===== src/rtl/spi_arb_pkg.sv =====
// Shared types for the SPI flash arbiter: state encoding and master indices.
package spi_arb_pkg;

    typedef enum logic [1:0] {
        IDLE = 2'd0,
        OWN0 = 2'd1,
        OWN1 = 2'd2,
        GAP  = 2'd3
    } arb_state_e;

    localparam logic M0 = 1'b0;
    localparam logic M1 = 1'b1;

    function automatic arb_state_e own_state(input logic idx);
        return (idx == M1) ? OWN1 : OWN0;
    endfunction

endpackage


===== src/rtl/spi_flash_arbiter_if.sv =====
// Signal bundle between the two SPI masters, the flash pins and the arbiter.
interface spi_flash_arbiter_if;
    import spi_arb_pkg::*;

    // mN_req asks for the bus; mN_gnt says mN owns it. A grant is only taken back
    // after the owner has both dropped req and returned csn high in one cycle.
    logic m0_req, m0_sck, m0_mosi, m0_csn, m0_gnt, m0_miso;
    logic m1_req, m1_sck, m1_mosi, m1_csn, m1_gnt, m1_miso;
    logic flash_miso, flash_sck, flash_mosi, flash_csn;
    logic busy, viol;
    arb_state_e state_dbg;

    modport slave (
        input  m0_req, m0_sck, m0_mosi, m0_csn,
        input  m1_req, m1_sck, m1_mosi, m1_csn,
        input  flash_miso,
        output m0_gnt, m0_miso, m1_gnt, m1_miso,
        output flash_sck, flash_mosi, flash_csn,
        output busy, viol, state_dbg
    );

    modport master (
        output m0_req, m0_sck, m0_mosi, m0_csn,
        output m1_req, m1_sck, m1_mosi, m1_csn,
        output flash_miso,
        input  m0_gnt, m0_miso, m1_gnt, m1_miso,
        input  flash_sck, flash_mosi, flash_csn,
        input  busy, viol, state_dbg
    );

endinterface


===== src/rtl/spi_arb_gap_timer.sv =====
// Loadable down-counter that saturates at zero; times the CS-high gap between owners.
module spi_arb_gap_timer #(
    parameter int unsigned W = 3
) (
    input  logic         clk,
    input  logic         rst,
    input  logic         load,
    input  logic [W-1:0] load_val,
    input  logic         dec,
    output logic         zero
);

    logic [W-1:0] cnt_q, cnt_d;

    always_comb begin
        cnt_d = cnt_q;
        if (load) begin
            cnt_d = load_val;
        end else if (dec && (cnt_q != '0)) begin
            cnt_d = cnt_q - 1'b1;
        end
    end

    always_ff @(posedge clk or posedge rst) begin
        if (rst) begin
            cnt_q <= '0;
        end else begin
            cnt_q <= cnt_d;
        end
    end

    assign zero = (cnt_q == '0);

endmodule


===== src/rtl/spi_flash_arbiter.sv =====
// Two-master SPI flash arbiter: grants at transaction boundaries, round-robin on
// contention, and forces an idle bus gap between owners.
module spi_flash_arbiter
    import spi_arb_pkg::*;
#(
    parameter int unsigned GAP_CYCLES = 4,
    parameter int unsigned FIRST_PRIO = 0
) (
    input logic          clk_48mhz,
    input logic          reset,
    spi_flash_arbiter_if.slave bus
);

    localparam int unsigned GAP_W = (GAP_CYCLES > 0) ? $clog2(GAP_CYCLES + 1) : 1;
    localparam logic [GAP_W-1:0] GAP_LOAD = (GAP_CYCLES > 0) ? GAP_W'(GAP_CYCLES - 1) : '0;
    localparam logic PRIO_RST = (FIRST_PRIO != 0);

    arb_state_e state_q, state_d;
    logic       ptr_q, ptr_d;
    logic       viol_q, viol_d;
    logic       gnt0_q, gnt0_d, gnt1_q, gnt1_d;
    logic       sck_q, sck_d, mosi_q, mosi_d, csn_q, csn_d;
    logic       gap_load, gap_dec, gap_zero;

    spi_arb_gap_timer #(.W(GAP_W)) u_gap_timer (
        .clk      (clk_48mhz),
        .rst      (reset),
        .load     (gap_load),
        .load_val (GAP_LOAD),
        .dec      (gap_dec),
        .zero     (gap_zero)
    );

    always_comb begin
        state_d  = state_q;
        ptr_d    = ptr_q;
        viol_d   = viol_q;
        gap_load = 1'b0;
        gap_dec  = 1'b0;
        case (state_q)
            IDLE: begin
                if (bus.m0_req && bus.m1_req) begin
                    state_d = own_state(ptr_q);
                    ptr_d   = ~ptr_q;
                end else if (bus.m0_req) begin
                    state_d = own_state(M0);
                end else if (bus.m1_req) begin
                    state_d = own_state(M1);
                end
            end
            OWN0: begin
                // Dropping req with csn still low is flagged but never cuts the transfer.
                if (!bus.m0_req) begin
                    if (bus.m0_csn) begin
                        state_d  = (GAP_CYCLES > 0) ? GAP : IDLE;
                        gap_load = (GAP_CYCLES > 0);
                    end else begin
                        viol_d = 1'b1;
                    end
                end
            end
            OWN1: begin
                if (!bus.m1_req) begin
                    if (bus.m1_csn) begin
                        state_d  = (GAP_CYCLES > 0) ? GAP : IDLE;
                        gap_load = (GAP_CYCLES > 0);
                    end else begin
                        viol_d = 1'b1;
                    end
                end
            end
            GAP: begin
                gap_dec = 1'b1;
                if (gap_zero) begin
                    state_d = IDLE;
                end
            end
            default: state_d = IDLE;
        endcase
    end

    // Flash pins follow the current owner one cycle late; idle bus otherwise.
    always_comb begin
        sck_d  = 1'b0;
        mosi_d = 1'b0;
        csn_d  = 1'b1;
        if (state_q == OWN0) begin
            sck_d  = bus.m0_sck;
            mosi_d = bus.m0_mosi;
            csn_d  = bus.m0_csn;
        end else if (state_q == OWN1) begin
            sck_d  = bus.m1_sck;
            mosi_d = bus.m1_mosi;
            csn_d  = bus.m1_csn;
        end
        gnt0_d = (state_d == OWN0);
        gnt1_d = (state_d == OWN1);
    end

    always_ff @(posedge clk_48mhz or posedge reset) begin
        if (reset) begin
            state_q <= IDLE;
            ptr_q   <= PRIO_RST;
            viol_q  <= 1'b0;
            gnt0_q  <= 1'b0;
            gnt1_q  <= 1'b0;
            sck_q   <= 1'b0;
            mosi_q  <= 1'b0;
            csn_q   <= 1'b1;
        end else begin
            state_q <= state_d;
            ptr_q   <= ptr_d;
            viol_q  <= viol_d;
            gnt0_q  <= gnt0_d;
            gnt1_q  <= gnt1_d;
            sck_q   <= sck_d;
            mosi_q  <= mosi_d;
            csn_q   <= csn_d;
        end
    end

    assign bus.m0_gnt     = gnt0_q;
    assign bus.m1_gnt     = gnt1_q;
    assign bus.m0_miso    = gnt0_q & bus.flash_miso;
    assign bus.m1_miso    = gnt1_q & bus.flash_miso;
    assign bus.flash_sck  = sck_q;
    assign bus.flash_mosi = mosi_q;
    assign bus.flash_csn  = csn_q;
    assign bus.busy       = (state_q != IDLE);
    assign bus.viol       = viol_q;
    assign bus.state_dbg  = state_q;

endmodule


===== src/flat_wrapper.sv =====
// flat-port wrapper written by rule: the top's interface ports become plain ports
module spi_flash_arbiter_flat import spi_arb_pkg::*;
#(
    parameter int unsigned GAP_CYCLES = 4,
    parameter int unsigned FIRST_PRIO = 0
)
  (clk_48mhz, reset, bus_m0_req, bus_m0_sck, bus_m0_mosi, bus_m0_csn, bus_m1_req, bus_m1_sck, bus_m1_mosi, bus_m1_csn, bus_flash_miso, bus_m0_gnt, bus_m0_miso, bus_m1_gnt, bus_m1_miso, bus_flash_sck, bus_flash_mosi, bus_flash_csn, bus_busy, bus_viol, bus_state_dbg);
  spi_flash_arbiter_if bus_i ();
  input logic clk_48mhz;
  input logic reset;
  input wire logic [$bits(bus_i.m0_req)-1:0] bus_m0_req;
  input wire logic [$bits(bus_i.m0_sck)-1:0] bus_m0_sck;
  input wire logic [$bits(bus_i.m0_mosi)-1:0] bus_m0_mosi;
  input wire logic [$bits(bus_i.m0_csn)-1:0] bus_m0_csn;
  input wire logic [$bits(bus_i.m1_req)-1:0] bus_m1_req;
  input wire logic [$bits(bus_i.m1_sck)-1:0] bus_m1_sck;
  input wire logic [$bits(bus_i.m1_mosi)-1:0] bus_m1_mosi;
  input wire logic [$bits(bus_i.m1_csn)-1:0] bus_m1_csn;
  input wire logic [$bits(bus_i.flash_miso)-1:0] bus_flash_miso;
  output wire logic [$bits(bus_i.m0_gnt)-1:0] bus_m0_gnt;
  output wire logic [$bits(bus_i.m0_miso)-1:0] bus_m0_miso;
  output wire logic [$bits(bus_i.m1_gnt)-1:0] bus_m1_gnt;
  output wire logic [$bits(bus_i.m1_miso)-1:0] bus_m1_miso;
  output wire logic [$bits(bus_i.flash_sck)-1:0] bus_flash_sck;
  output wire logic [$bits(bus_i.flash_mosi)-1:0] bus_flash_mosi;
  output wire logic [$bits(bus_i.flash_csn)-1:0] bus_flash_csn;
  output wire logic [$bits(bus_i.busy)-1:0] bus_busy;
  output wire logic [$bits(bus_i.viol)-1:0] bus_viol;
  output wire logic [$bits(bus_i.state_dbg)-1:0] bus_state_dbg;
  assign bus_i.m0_req = bus_m0_req;
  assign bus_i.m0_sck = bus_m0_sck;
  assign bus_i.m0_mosi = bus_m0_mosi;
  assign bus_i.m0_csn = bus_m0_csn;
  assign bus_i.m1_req = bus_m1_req;
  assign bus_i.m1_sck = bus_m1_sck;
  assign bus_i.m1_mosi = bus_m1_mosi;
  assign bus_i.m1_csn = bus_m1_csn;
  assign bus_i.flash_miso = bus_flash_miso;
  assign bus_m0_gnt = bus_i.m0_gnt;
  assign bus_m0_miso = bus_i.m0_miso;
  assign bus_m1_gnt = bus_i.m1_gnt;
  assign bus_m1_miso = bus_i.m1_miso;
  assign bus_flash_sck = bus_i.flash_sck;
  assign bus_flash_mosi = bus_i.flash_mosi;
  assign bus_flash_csn = bus_i.flash_csn;
  assign bus_busy = bus_i.busy;
  assign bus_viol = bus_i.viol;
  assign bus_state_dbg = bus_i.state_dbg;
  spi_flash_arbiter #(.GAP_CYCLES(GAP_CYCLES), .FIRST_PRIO(FIRST_PRIO)) u_core (.clk_48mhz(clk_48mhz), .reset(reset), .bus(bus_i));
endmodule

===== config.mk =====
export PLATFORM = sky130hd
export DESIGN_NAME = spi_flash_arbiter_flat
export DESIGN_NICKNAME = d
export VERILOG_FILES = /design/src/rtl/spi_arb_pkg.sv /design/src/rtl/spi_flash_arbiter_if.sv /design/src/rtl/spi_arb_gap_timer.sv /design/src/rtl/spi_flash_arbiter.sv /design/src/flat_wrapper.sv
export SDC_FILE = /design/constraint.sdc
export NUM_CORES = 1
export LEC_CHECK = 0
export ABC_AREA = 1
export BUFFER_PORTS_ARGS = -buffer_cell sky130_fd_sc_hd__buf_2
export CAP_MARGIN = 25
export CORE_MARGIN = 1
export CORE_UTILIZATION = 25
export DETAILED_ROUTE_END_ITERATION = 8
export RECOVER_POWER = 25
export SYNTH_ARGS = -nofsm -noshare
export SYNTH_HDL_FRONTEND = slang
export SYNTH_SLANG_ARGS = --single-unit

===== constraint.sdc =====
create_clock -name clk_48mhz -period 3.8 [get_ports clk_48mhz]
set_input_delay 0 -clock clk_48mhz [delete_from_list [all_inputs] [get_ports clk_48mhz]]
set_output_delay 0 -clock clk_48mhz [all_outputs]
set_load 0.01 [all_outputs]

==> summary.md <==
| Metric | Value |
|---|---|
| Post-synth top area cell | dfrtp_1 |
| Total GRT Usage | 11.0% |
| Total gr overflow | 0 |
| Final period demand of the worst path | 1.77 ns |
| Initial core utilization | 26.2% |
| First-pass GRT wire length | 2660 µm |
| DP HPWL | 1180 µm |
| Crit path DAT | 1.91 ns |
| IO Pins | 22 |
| # DRC | 0 |
| Starting DRT DRC Count | 11 |
| Ant diodes | 0 |
| Area contributors post-synth | dfrtp_1 38%, nand2_1 13%, ha_1 12% |
| Sequential share of the synthesized area | 42.1% |
| Router iterations before antenna repair | 4 |
| Clock skew | 0.00519 ns |
| VDD IR-drop max | 0.332 mV |
| Final ANT Viol Nets | 0 |
| Slew Viols, Final | 0 |
| Post_cts resized | 0 |
| Status | completed |
| Fin nets | 138 |
| Cell Int Power | 0.386 mW |
| Final period util | 46.5% |
| CP Max Fanout | 7 |
| Setup violations, final | 0 |
| Clock latency on the worst-skew pair | 0.27 ns |
| # H-tree levels | 1 |
| Total number of vias | 628 |
| Antenna violations before repair | 0 |
| Clk buf depth | 2 |
| Root Buffer | clkbuf_4 |
| Synth Register Bits | 12 |
| Mapped Area | 716 µm² |
| Worst rel slew slack | 69.6% |
| Sink Count | 12 |
| Num rows | 19 |
| Static Leak | 0.524 nW |
| GPL Wtd Cong | 0.795 |
| CP Capture Type | register |
| Commonest non-fill, non-tap cells in the layout | 24 x nand2_1, 21 x buf_2, 14 x inv_1, 11 x dfrtp_1, 7 x ha_1 |
| RSZ-0062 raised after global routing | false |
| Final Util | 34.6% |
| Die area | 0.00308 mm² |
| Comb power frac | 57.3% |
| WL per Instance | 9.83 µm |
| Area growth syn-to-layout | 32.2% |
| YS warnings | 0 |
| Power, Total | 0.697 mW |
| Most common cell after layout, fill and taps aside | nand2_1 |
| Final Hold Violating Endpoints | 0 |
| Final setup TNS | 0 ns |
| Die Span Y | 55.5 µm |
| NetSw | 0.311 mW |
| Pin count of the biggest net entering global routing | 13 |
| CTS tree | built |
| Synth top area share | 38.5% |
| Final WL | 1480 µm |
| Netlist cell types | 18 |
| Clk pwr share | 11.7% |
| Hold Path Class | primary input to register |
| Vias in the first global route | 619 |
| Power per cell area | 737 mW/mm² |
| Syn_nets | 106 |
| Critical path class | register to register |
| Via/cell ratio | 4.19 |
| I/O Buffers | 21 |
| Worst setup SP type | register |
| MaxCap Viol Count | 0 |
| Clock-pin slew on the worst setup and hold paths | 0.08 ns |
| Net Sw Frac | 44.6% |
| Layout cells sized above 1 | 32.8% |
| Req. time, crit path | 3.95 ns |
| Max Clk Rate | 566 MHz |
| Syn Area/Cell | 8.13 µm² |
| Core area | 0.00273 mm² |
| Slew @ Worst Pin | 0.455 ns |
| Flop pwr share | 31.0% |
| Post-synthesis instance total | 88 |
| Die X | 55.5 µm |
| CTS buffer count | 3 |
-- cell families after synthesis --
| group | Yosys count | synth area share, % |
|---|---|---|
| and+or+nand+nor | 39 | 24.8 |
| buffers and inverters | 16 | 8.39 |
| AOI/OAI and AO/OA | 13 | 11.2 |
| DFF | 12 | 42.1 |
| adders and majority gates | 7 | 12.2 |
| xor gates and xnor gates | 1 | 1.22 |
-- metrics by stage --
step           setup slack, ns  area, µm²  instances  hold slack [ns]
2_1_floorplan             2.45        716         88           -0.136
3_3_place_gp              2.30        860        140           0.0301
3_5_place_dp              2.31        860        140           0.0364
4_1_cts                   2.06        946        150           0.0174
5_1_grt                   1.94        946        150           0.0436
6_report                  2.03        946        150           0.0247
-- routing by layer --
| layer | global-route usage [%] | vias to the layer above | part of all wire, % |
|---|---|---|---|
| li1 | - | 332 | - |
| met1 | 14.3 | 281 | 48 |
| met2 | 17.4 | 13 | 47 |
| met3 | 2.11 | 2 | 4.2 |
| met4 | 5.36 | 0 | 0.75 |
| met5 | 0 | - | 0 |
-- area by class of cell --
cell class	count	area (µm²)
Inverter	16	60.1
Tap cell	31	38.8
Fill cell	289	1790
Timing Repair Buffer	27	165
Multi-Input combinational cell	60	354
Clock buffer	4	26.3
Sequential cell	12	302
-- critical path, cell delays in order (launching register included) --
cell and delay (ns):
dfrtp_1 0.44, inv_1 0.15, ha_1 0.27, inv_2 0.10
nand3_1 0.08, nand2_1 0.06, dlygate4sd3_1 0.55
-- power by group through the flow --
stage	combinational, mW	sequential [mW]	clock (mW)
floorplan	0.265	0.233	0
global placement	0.376	0.219	0
detailed placement	0.383	0.220	0
CTS	0.403	0.217	0.0832
global route	0.456	0.224	0.0911
finish	0.399	0.216	0.0818
-- worst paths after layout --
check | start | to | slack (ns) | depth (start not counted)
max | u_core.bus.state_dbg[1]$_DFF_PP0_ | u_core.bus.flash_sck$_DFF_PP0_ | 2.03 | 6
min | bus_m1_csn | u_core.bus.flash_csn$_DFF_PP1_ | 0.02 | 3
max in group asynchronous | reset | u_core.bus.flash_csn$_DFF_PP1_ | 3.18 | 3
min in group asynchronous | reset | u_core.u_gap_timer.cnt_q[2]$_DFFE_PP0P_ | 0.28 | 3
min reg2reg | u_core.bus.viol$_DFFE_PP0P_ | u_core.bus.viol$_DFFE_PP0P_ | 0.47 | 1
max reg2reg | u_core.bus.state_dbg[1]$_DFF_PP0_ | u_core.bus.flash_sck$_DFF_PP0_ | 2.03 | 6
-- synth_stat cells --
library cell and number:
nand2_2 4, nand3_1 5, o21ai_2 1, a21oi_1 2
inv_2 2, nor2_1 2, nor2_4 1, o21ai_0 5
xor2_1 1, a31o_2 1, dfrtp_1 11, a21oi_2 2
inv_1 14, nor2_2 3, ha_1 7, nand2_1 24
o21ai_1 2, dfstp_2 1
-- timing repair --
item,CTS,global route
endpoints found under the hold margin,14,0
setup buffers,0,0
hold buffers,6,0
endpoints found under the setup margin,0,0
-- sequential cells by signal (all words and copies together), names as in the netlist --
register	cells
u_core.bus.m1_gnt	1
u_core.bus.flash_sck	1
u_core.bus.flash_csn	1
u_core.bus.m0_gnt	1
u_core.ptr_q	1
u_core.bus.state_dbg	2
u_core.u_gap_timer.cnt_q	3
u_core.bus.flash_mosi	1
u_core.bus.viol	1
Power figures use the tool's default switching activity.
